`config.mk`:
```
export PLATFORM = sky130hd
export DESIGN_NAME = muldiv_unit
export DESIGN_NICKNAME = d
export VERILOG_FILES = /design/src/rtl/muldiv_unit.sv
export SDC_FILE = /design/constraint.sdc
export NUM_CORES = 1
export LEC_CHECK = 0
export BUFFER_PORTS_ARGS = -buffer_cell sky130_fd_sc_hd__buf_2
export CORE_ASPECT_RATIO = 1.1
export CORE_MARGIN = 8
export CORE_UTILIZATION = 50
export CTS_CLUSTER_DIAMETER = 150
export DETAILED_ROUTE_END_ITERATION = 10
export PLACE_DENSITY = 0.69
export SYNTH_ARGS = -nofsm -noshare
export SYNTH_HDL_FRONTEND = slang
export SYNTH_SLANG_ARGS = --single-unit
```
`constraint.sdc`:
```
create_clock -name clk -period 11.7 [get_ports clk]
set_input_delay 2.925 -clock clk [delete_from_list [all_inputs] [get_ports clk]]
set_output_delay 2.925 -clock clk [all_outputs]
set_load 0.02 [all_outputs]
```
`src/rtl/muldiv_unit.sv`:
```
// Iterative multiply/divide unit with HI/LO result registers.
// Shift-add multiply and restoring divide on magnitudes, one bit per CALC cycle, sign fix-up in FIX.
module muldiv_unit #(
  parameter int WIDTH = 32
) (
  input  logic             clk,
  input  logic             reset,
  input  logic             start,
  input  logic [1:0]       op,
  input  logic [WIDTH-1:0] a,
  input  logic [WIDTH-1:0] b,
  input  logic             hi_we,
  input  logic             lo_we,
  input  logic [WIDTH-1:0] wdata,
  output logic             busy,
  output logic             done,
  output logic             div_by_zero,
  output logic [WIDTH-1:0] hi,
  output logic [WIDTH-1:0] lo
);

  localparam int CNT_W = $clog2(WIDTH);

  typedef enum logic [1:0] {
    S_IDLE,
    S_CALC,
    S_FIX
  } state_e;

  state_e             state_q, state_d;
  logic [CNT_W-1:0]   cnt_q, cnt_d;
  logic               busy_q, busy_d;
  logic               done_q, done_d;
  logic               dbz_q, dbz_d;
  logic [WIDTH-1:0]   hi_q, hi_d;
  logic [WIDTH-1:0]   lo_q, lo_d;

  logic               is_div_q, is_div_d;
  logic               sign_a_q, sign_a_d;
  logic               sign_b_q, sign_b_d;
  logic [WIDTH-1:0]   a_raw_q, a_raw_d;
  logic [WIDTH-1:0]   b_mag_q, b_mag_d;
  logic [2*WIDTH-1:0] acc_q, acc_d;
  logic [WIDTH-1:0]   rem_q, rem_d;

  function automatic logic [WIDTH-1:0] neg_w(input logic [WIDTH-1:0] v, input logic en);
    return en ? (~v + 1'b1) : v;
  endfunction

  function automatic logic [2*WIDTH-1:0] neg_2w(input logic [2*WIDTH-1:0] v, input logic en);
    return en ? (~v + 1'b1) : v;
  endfunction

  logic               start_fire;
  logic               a_neg, b_neg;
  logic [WIDTH-1:0]   a_mag, b_mag;
  logic [WIDTH:0]     add_sum;
  logic [2*WIDTH-1:0] mul_next;
  logic [WIDTH:0]     shifted;
  logic [WIDTH:0]     diff;
  logic               fits;
  logic [2*WIDTH-1:0] prod_fix;
  logic [WIDTH-1:0]   quo_fix, rem_fix;
  logic               b_zero;

  assign start_fire = (state_q == S_IDLE) && start;
  assign a_neg      = op[0] & a[WIDTH-1];
  assign b_neg      = op[0] & b[WIDTH-1];
  assign a_mag      = neg_w(a, a_neg);
  assign b_mag      = neg_w(b, b_neg);

  // Multiply step: conditionally add multiplier into upper half, then shift right.
  assign add_sum  = {1'b0, acc_q[2*WIDTH-1:WIDTH]} + {1'b0, b_mag_q};
  assign mul_next = acc_q[0] ? {add_sum, acc_q[WIDTH-1:1]} : {1'b0, acc_q[2*WIDTH-1:1]};

  // Divide step: the borrow out of the WIDTH+1-bit trial subtraction decides the quotient bit.
  assign shifted = {rem_q, acc_q[WIDTH-1]};
  assign diff    = shifted - {1'b0, b_mag_q};
  assign fits    = ~diff[WIDTH];

  assign prod_fix = neg_2w(acc_q, sign_a_q ^ sign_b_q);
  assign quo_fix  = neg_w(acc_q[WIDTH-1:0], sign_a_q ^ sign_b_q);
  assign rem_fix  = neg_w(rem_q, sign_a_q);
  assign b_zero   = (b_mag_q == '0);

  always_comb begin
    state_d = state_q;
    cnt_d   = cnt_q;
    done_d  = 1'b0;
    dbz_d   = dbz_q;
    hi_d    = hi_q;
    lo_d    = lo_q;
    case (state_q)
      S_IDLE: begin
        if (start) begin
          state_d = S_CALC;
          cnt_d   = CNT_W'(WIDTH - 1);
        end else begin
          if (hi_we) hi_d = wdata;
          if (lo_we) lo_d = wdata;
        end
      end
      S_CALC: begin
        if (cnt_q == '0) state_d = S_FIX;
        else             cnt_d   = cnt_q - 1'b1;
      end
      S_FIX: begin
        state_d = S_IDLE;
        done_d  = 1'b1;
        dbz_d   = is_div_q && b_zero;
        if (!is_div_q) begin
          hi_d = prod_fix[2*WIDTH-1:WIDTH];
          lo_d = prod_fix[WIDTH-1:0];
        end else if (b_zero) begin
          hi_d = a_raw_q;
          lo_d = '1;
        end else begin
          hi_d = rem_fix;
          lo_d = quo_fix;
        end
      end
      default: state_d = S_IDLE;
    endcase
    busy_d = (state_d != S_IDLE);
  end

  always_comb begin
    is_div_d = is_div_q;
    sign_a_d = sign_a_q;
    sign_b_d = sign_b_q;
    a_raw_d  = a_raw_q;
    b_mag_d  = b_mag_q;
    acc_d    = acc_q;
    rem_d    = rem_q;
    if (start_fire) begin
      is_div_d = op[1];
      sign_a_d = a_neg;
      sign_b_d = b_neg;
      a_raw_d  = a;
      b_mag_d  = b_mag;
      acc_d    = {{WIDTH{1'b0}}, a_mag};
      rem_d    = '0;
    end else if (state_q == S_CALC) begin
      if (is_div_q) begin
        acc_d = {acc_q[2*WIDTH-1:WIDTH], acc_q[WIDTH-2:0], fits};
        rem_d = fits ? diff[WIDTH-1:0] : shifted[WIDTH-1:0];
      end else begin
        acc_d = mul_next;
      end
    end
  end

  // Control and architectural registers.
  always_ff @(posedge clk or negedge reset) begin
    if (!reset) begin
      state_q <= S_IDLE;
      cnt_q   <= '0;
      busy_q  <= 1'b0;
      done_q  <= 1'b0;
      dbz_q   <= 1'b0;
      hi_q    <= '0;
      lo_q    <= '0;
    end else begin
      state_q <= state_d;
      cnt_q   <= cnt_d;
      busy_q  <= busy_d;
      done_q  <= done_d;
      dbz_q   <= dbz_d;
      hi_q    <= hi_d;
      lo_q    <= lo_d;
    end
  end

  // Working datapath registers: only meaningful between capture and FIX.
  always_ff @(posedge clk) begin
    is_div_q <= is_div_d;
    sign_a_q <= sign_a_d;
    sign_b_q <= sign_b_d;
    a_raw_q  <= a_raw_d;
    b_mag_q  <= b_mag_d;
    acc_q    <= acc_d;
    rem_q    <= rem_d;
  end

  assign busy        = busy_q;
  assign done        = done_q;
  assign div_by_zero = dbz_q;
  assign hi          = hi_q;
  assign lo          = lo_q;

endmodule

```
# Word level (Yosys, flattened, before mapping)
# Cells that the tools add are included.
[op_classes] n_bitwise=10 muxes=27 n_addsub=8 eq_ne=7 reduce_logical=14
[op_table] cell="$mux 32" n=16
[op_table] cell="$add 32x1->32 const B" n=4
[op_table] cell="$mux 64" n=2
[op_table] cell="$not 32->32" n=4
[op_table] cell="$pmux 32 s2" n=2
[op_table] cell="$add 64x1->64 const B" n=1
[op_table] cell="$not 64->64" n=1
[op_table] cell="$add 32x32->33" n=1
[op_table] cell="$sub 33x32->33" n=1
[op_table] cell="$logic_not 32->1" n=1
[op_table] cell="$mux 5" n=2
[op_table] cell="$ne 2x2->1 const B" n=5
[op_table] cell="$pmux 5 s2" n=1
[op_table] cell="$reduce_and 3->1" n=3
[op_table] cell="$reduce_bool 2->1" n=4
[op_table] cell="$logic_not 5->1" n=1
[op_table] cell="$sub 5x1->5 const B" n=1
[op_table] cell="$mux 2" n=2
[op_table] cell="$pmux 2 s2" n=1
[op_table] cell="$reduce_and 2->1" n=2
[op_table] cell="$and 1x1->1" n=2
[op_table] cell="$eq 2x1->1 const B" n=1
[op_table] cell="$eq 2x2->1 const B" n=1
[op_table] cell="$logic_and 1x1->1" n=2
[op_table] cell="other kinds (4)" n=5
[totals] out_inout_bits=67 register_bits=237 elab_cells=81 inputBits=103

# Depth between registers and ports, before layout
[logic_depth] ltp_word=6 mapped_depth=14 mapped_depth_nobuf=12

# Least setup slack after synthesis
# No wires, ideal clock.
[synth_path] path_kind="input to register" start="input port start" end="register acc_q[1] (data pin)" required_time_ns=11.324 setup_slack_ns=5.457 arrival_time_ns=5.867 setup_ns=0.376 stages=6 n_path_buf=2 cell_sequence="inv_1 -> or3_1 -> inv_1 -> clkbuf_1 -> buf_1 -> a31oi_1"
[synth_via] elab_chain_cells=2
[synth_lines] item="start: declaration" line="8" rtl="input logic start,"
[synth_lines] item="$logic_and 1x1->1" line="66" rtl="assign start_fire = (state_q == S_IDLE) && start;"
[synth_lines] item="net start_fire" line="54" rtl="logic start_fire;"
[synth_lines] item="$mux 32" line="135" rtl="if (start_fire) begin"
[synth_lines] item="net acc_d[1]" line="43" rtl="logic [2*WIDTH-1:0] acc_q, acc_d;"
[synth_lines] item="end signal: assignment" line="181" rtl="acc_q <= acc_d;"
[synth_lines] item="end: declaration" line="43"
# The timed path passes the listed nets, and every way through them passes these cells.
# A chain may end at the register's enable or synchronous reset.

# Final worst setup path
[layout_path] start="input port start" end="register rem_q[26]"
[layout_via] elab_chain_cells=1
[layout_lines] item="$logic_and 1x1->1" line="66"
[layout_lines] item="end signal: assignment" line="182" rtl="rem_q <= rem_d;"
[layout_lines] item="end: declaration" line="44" rtl="logic [WIDTH-1:0] rem_q, rem_d;"
# No other way between the ends.

==> flow_metrics.py <==
metrics = {
    "layout": {
        "nets": 2253,
        "final_common_cell": "o21ai_0",
        "design_area_um2": 18800,
        "n_antenna_cell": 0,
        "final_util": 0.568,
        "final_cell_mix": "o21ai_0 (207), a21oi_1 (185), nand2_1 (180), buf_2 (168), nor2_1 (141)",
        "fillers": 3053,
        "instances_no_fill": 2531,
        "drive_above_1_share": 0.123,
        "area_growth_pct": 11.8,
    },
    "cts": {
        "clockBufferDepth": 3,
        "cts_htree_levels": 1,
        "clock_sinks": 237,
        "root_buffer": "clkbuf_16",
        "cts_resized": 0,
        "cts_tree": "built",
        "insertion_delay_ns": 0.55,
        "numCtsBuffers": 26,
        "holdBufCountCts": 0,
        "clkTransAtPathRegs_ns": 0.06,
        "cts_setup_buffers": 0,
    },
    "worst_setup_path": {
        "slowest_stage": "buf_4",
        "critPathRequiredTime_ns": 12.13,
        "cp.arrival_ns": 5.92,
        "crit_family": "buffers and inverters",
        "slowest_delay_ns": 0.81,
        "cp-end-kind": "flop",
        "start_kind": "input port",
        "criticalPathCategory": "input port to flop",
        "crit_path_frequent_cell": "buf_4",
        "cp_max_fo": 93,
        "path_cells": "buf_2 > inv_1 > or3_1 > buf_4 > inv_4 > buf_4 > nor2_1 > nand2_1 > o41ai_1 > a31o_2",
        "path_buf_inv": 5,
    },
    "hold_path": {
        "hold_path.class": "flop to flop",
    },
    "place": {
        "dp_slack_ns": 5.70,
        "gp_congestion": 0.945,
        "port_buffers": 169,
        "placedCellCount": 2483,
        "placed_cell_area_um2": 18000,
        "hpwl_um": 44300,
    },
    "route": {
        "postRouteAntennaNets": 0,
        "drt_wl_total_um": 57300,
        "vias_per_cell": 6.27,
        "drt_iter0_markers": 1513,
        "detailedRoute.firstPassIterationCount": 6,
        "drc": 0,
        "post_drt_wl_per_cell_um": 22.6,
        "vias": 15882,
    },
    "timing": {
        "fmax_ghz": 0.182,
        "setup_viol": 0,
        "maxSlewHeadroom": 0.261,
        "finalSetupTns_ns": 0,
        "fin_hold_ws_ns": 0.477,
        "setup_slack_ns": 6.21,
        "worstMarginPinSlew_ns": 1.11,
        "slew_viol_final": 0,
        "rsz0062_at_grt": "false",
        "finalCriticalPeriod_ns": 5.49,
        "worst_clock_skew_ns": 0.0196,
        "finalHoldViolations": 0,
        "finalCritPeriodShare": 0.469,
    },
    "global_routing": {
        "first_global_vias": 14805,
        "grt_max_degree": 94,
        "grt_pass1_wl_um": 87100,
        "antenna_found_initial": 0,
        "grt_overflow": 0,
        "grtUsageTotal": 0.277,
    },
    "power_and_ir_drop": {
        "powerDensity_nw_per_um2": 279,
        "switchingPower_mw": 2.44,
        "peakVddDrop_mv": 0.124,
        "p_total_mw": 5.25,
        "clkPwrFrac": 0.156,
        "comb_power_share": 0.520,
        "p_int_mw": 2.81,
        "p_seq_frac": 0.324,
        "swShare": 0.465,
        "p_leak_nw": 7.71,
    },
    "synth": {
        "synth.avg_cell_area_um2": 8.57,
        "synth-edff-count": 99,
        "synth_warnings": 0,
        "synth_cells": 1967,
        "ys_ff_latch": 237,
        "synth_cell_type_count": 79,
        "synth.area.top_cells": "edfxtp_1 (18%), dfrtp_1 (11%), dfxtp_1 (7.6%)",
        "synth_fp_nets": 2141,
        "yosysSeqAreaShare": 0.362,
        "synthFlopType": "edfxtp_1",
        "syn_area_um2": 16800,
        "synth_top_area_share": 0.176,
        "synth_top_cell_by_area": "edfxtp_1",
        "synthArstFlopShare": 0.312,
    },
    "floorplanning": {
        "rows": 70,
        "die-height_um": 209,
        "die-area_um2": 39800,
        "pin_count": 170,
        "initial_utilization": 0.508,
        "die_w_um": 191,
        "core-area_um2": 33200,
    },
    "run": {
        "max_cap_viol_count": 0,
    },
    "outcome": {
        "outcome": "completed",
    },
}
[cell type report]
class | count | area (um2) | share of cell area
clock inverters | 12 | 114 | 0.00604
clock buffers | 36 | 719 | 0.0382
well taps | 432 | 541 | 0.0287
repair buffers | 185 | 968 | 0.0514
multi-input cells | 1558 | 10100 | 0.537
inverters | 71 | 269 | 0.0143
flip-flops and latches | 237 | 6110 | 0.324
[tightest hold or removal path, cell delays in order (launching register included)]
cell and delay, ns:
dfrtp_1 0.34, nand2_1 0.05, o21ai_0 0.06
[synth_stat cells (5+ instances only)]
cell type  instances
a221oi_1          10
o21a_1             9
a31oi_1           19
and3_1             8
xor2_1            93
mux2i_1           70
o21bai_1           7
and2_1            17
nand2b_1          19
nand3_1           33
ha_1              69
a32oi_1            6
nor2_1           145
buf_1             13
nand2_1          180
o221ai_1           5
dfxtp_1           64
o41ai_1           23
a21o_1            32
or4_1             17
o21ai_0          207
edfxtp_1          99
nor2b_1            6
o211ai_1          20
nand4_1           12
a21oi_1          185
or2_2              9
clkbuf_1          84
o22a_1            14
dfrtp_1           74
nor3_1            38
o31ai_1           31
a211oi_1          28
xnor2_1          105
nor4_1            26
o22ai_1           30
or3_1             24
inv_1             70
[flip-flops by register name, indices dropped and copies added, names as in the netlist, 2 cells and up]
| signal | cells |
|---|---|
| cnt_q | 5 |
| hi | 32 |
| lo | 32 |
| rem_q | 32 |
| a_raw_q | 32 |
| b_mag_q | 32 |
| acc_q | 64 |
| state_q | 2 |
[logic make-up (layout without fill, tap and decap cells)]
| family | after synthesis | count (layout) | synth area share |
|---|---|---|---|
| compound gates | 662 | 662 | 0.241 |
| xor+xnor | 198 | 198 | 0.103 |
| fa+ha+maj | 71 | 71 | 0.0536 |
| buf+inv | 172 | 304 | 0.0386 |
| flops | 237 | 237 | 0.362 |
| mux | 70 | 70 | 0.0416 |
| simple gates | 557 | 557 | 0.160 |
[path summary, 6_finish.rpt]
check                               start   endpoint  slack, ns  cells after the start
worst max-delay path                start  rem_q[26]       6.21                     10
worst min-delay path               lo[16]     lo[16]       0.48                      2
worst max register to register  acc_q[31]  rem_q[29]       6.99                     12
worst min register to register     lo[16]     lo[16]       0.48                      2
max in group asynchronous           reset      lo[1]       8.52                      1
min in group asynchronous           reset     hi[27]       2.55                      1
[power by group through the flow]
stage | clock [mW] | combinational (mW) | sequential [mW]
after floorplan | 0 | 1.88 | 1.67
after global placement | 0 | 2.65 | 1.69
after detailed placement | 0 | 2.69 | 1.70
after CTS | 0.825 | 2.70 | 1.69
after global routing | 0.857 | 2.99 | 1.74
final | 0.820 | 2.73 | 1.70
[routing by layer]
| layer | global-route usage | part of all wire | vias up | wire length, um |
|---|---|---|---|---|
| li1 | - | - | 7491 | - |
| met1 | 0.361 | 0.41 | 7525 | 23300 |
| met4 | 0.131 | 0.053 | 0 | 3050 |
| met3 | 0.0422 | 0.087 | 141 | 5010 |
| met5 | 0 | 0 | - | 0 |
| met2 | 0.441 | 0.45 | 725 | 25900 |
(Power assumes the default switching activity.)
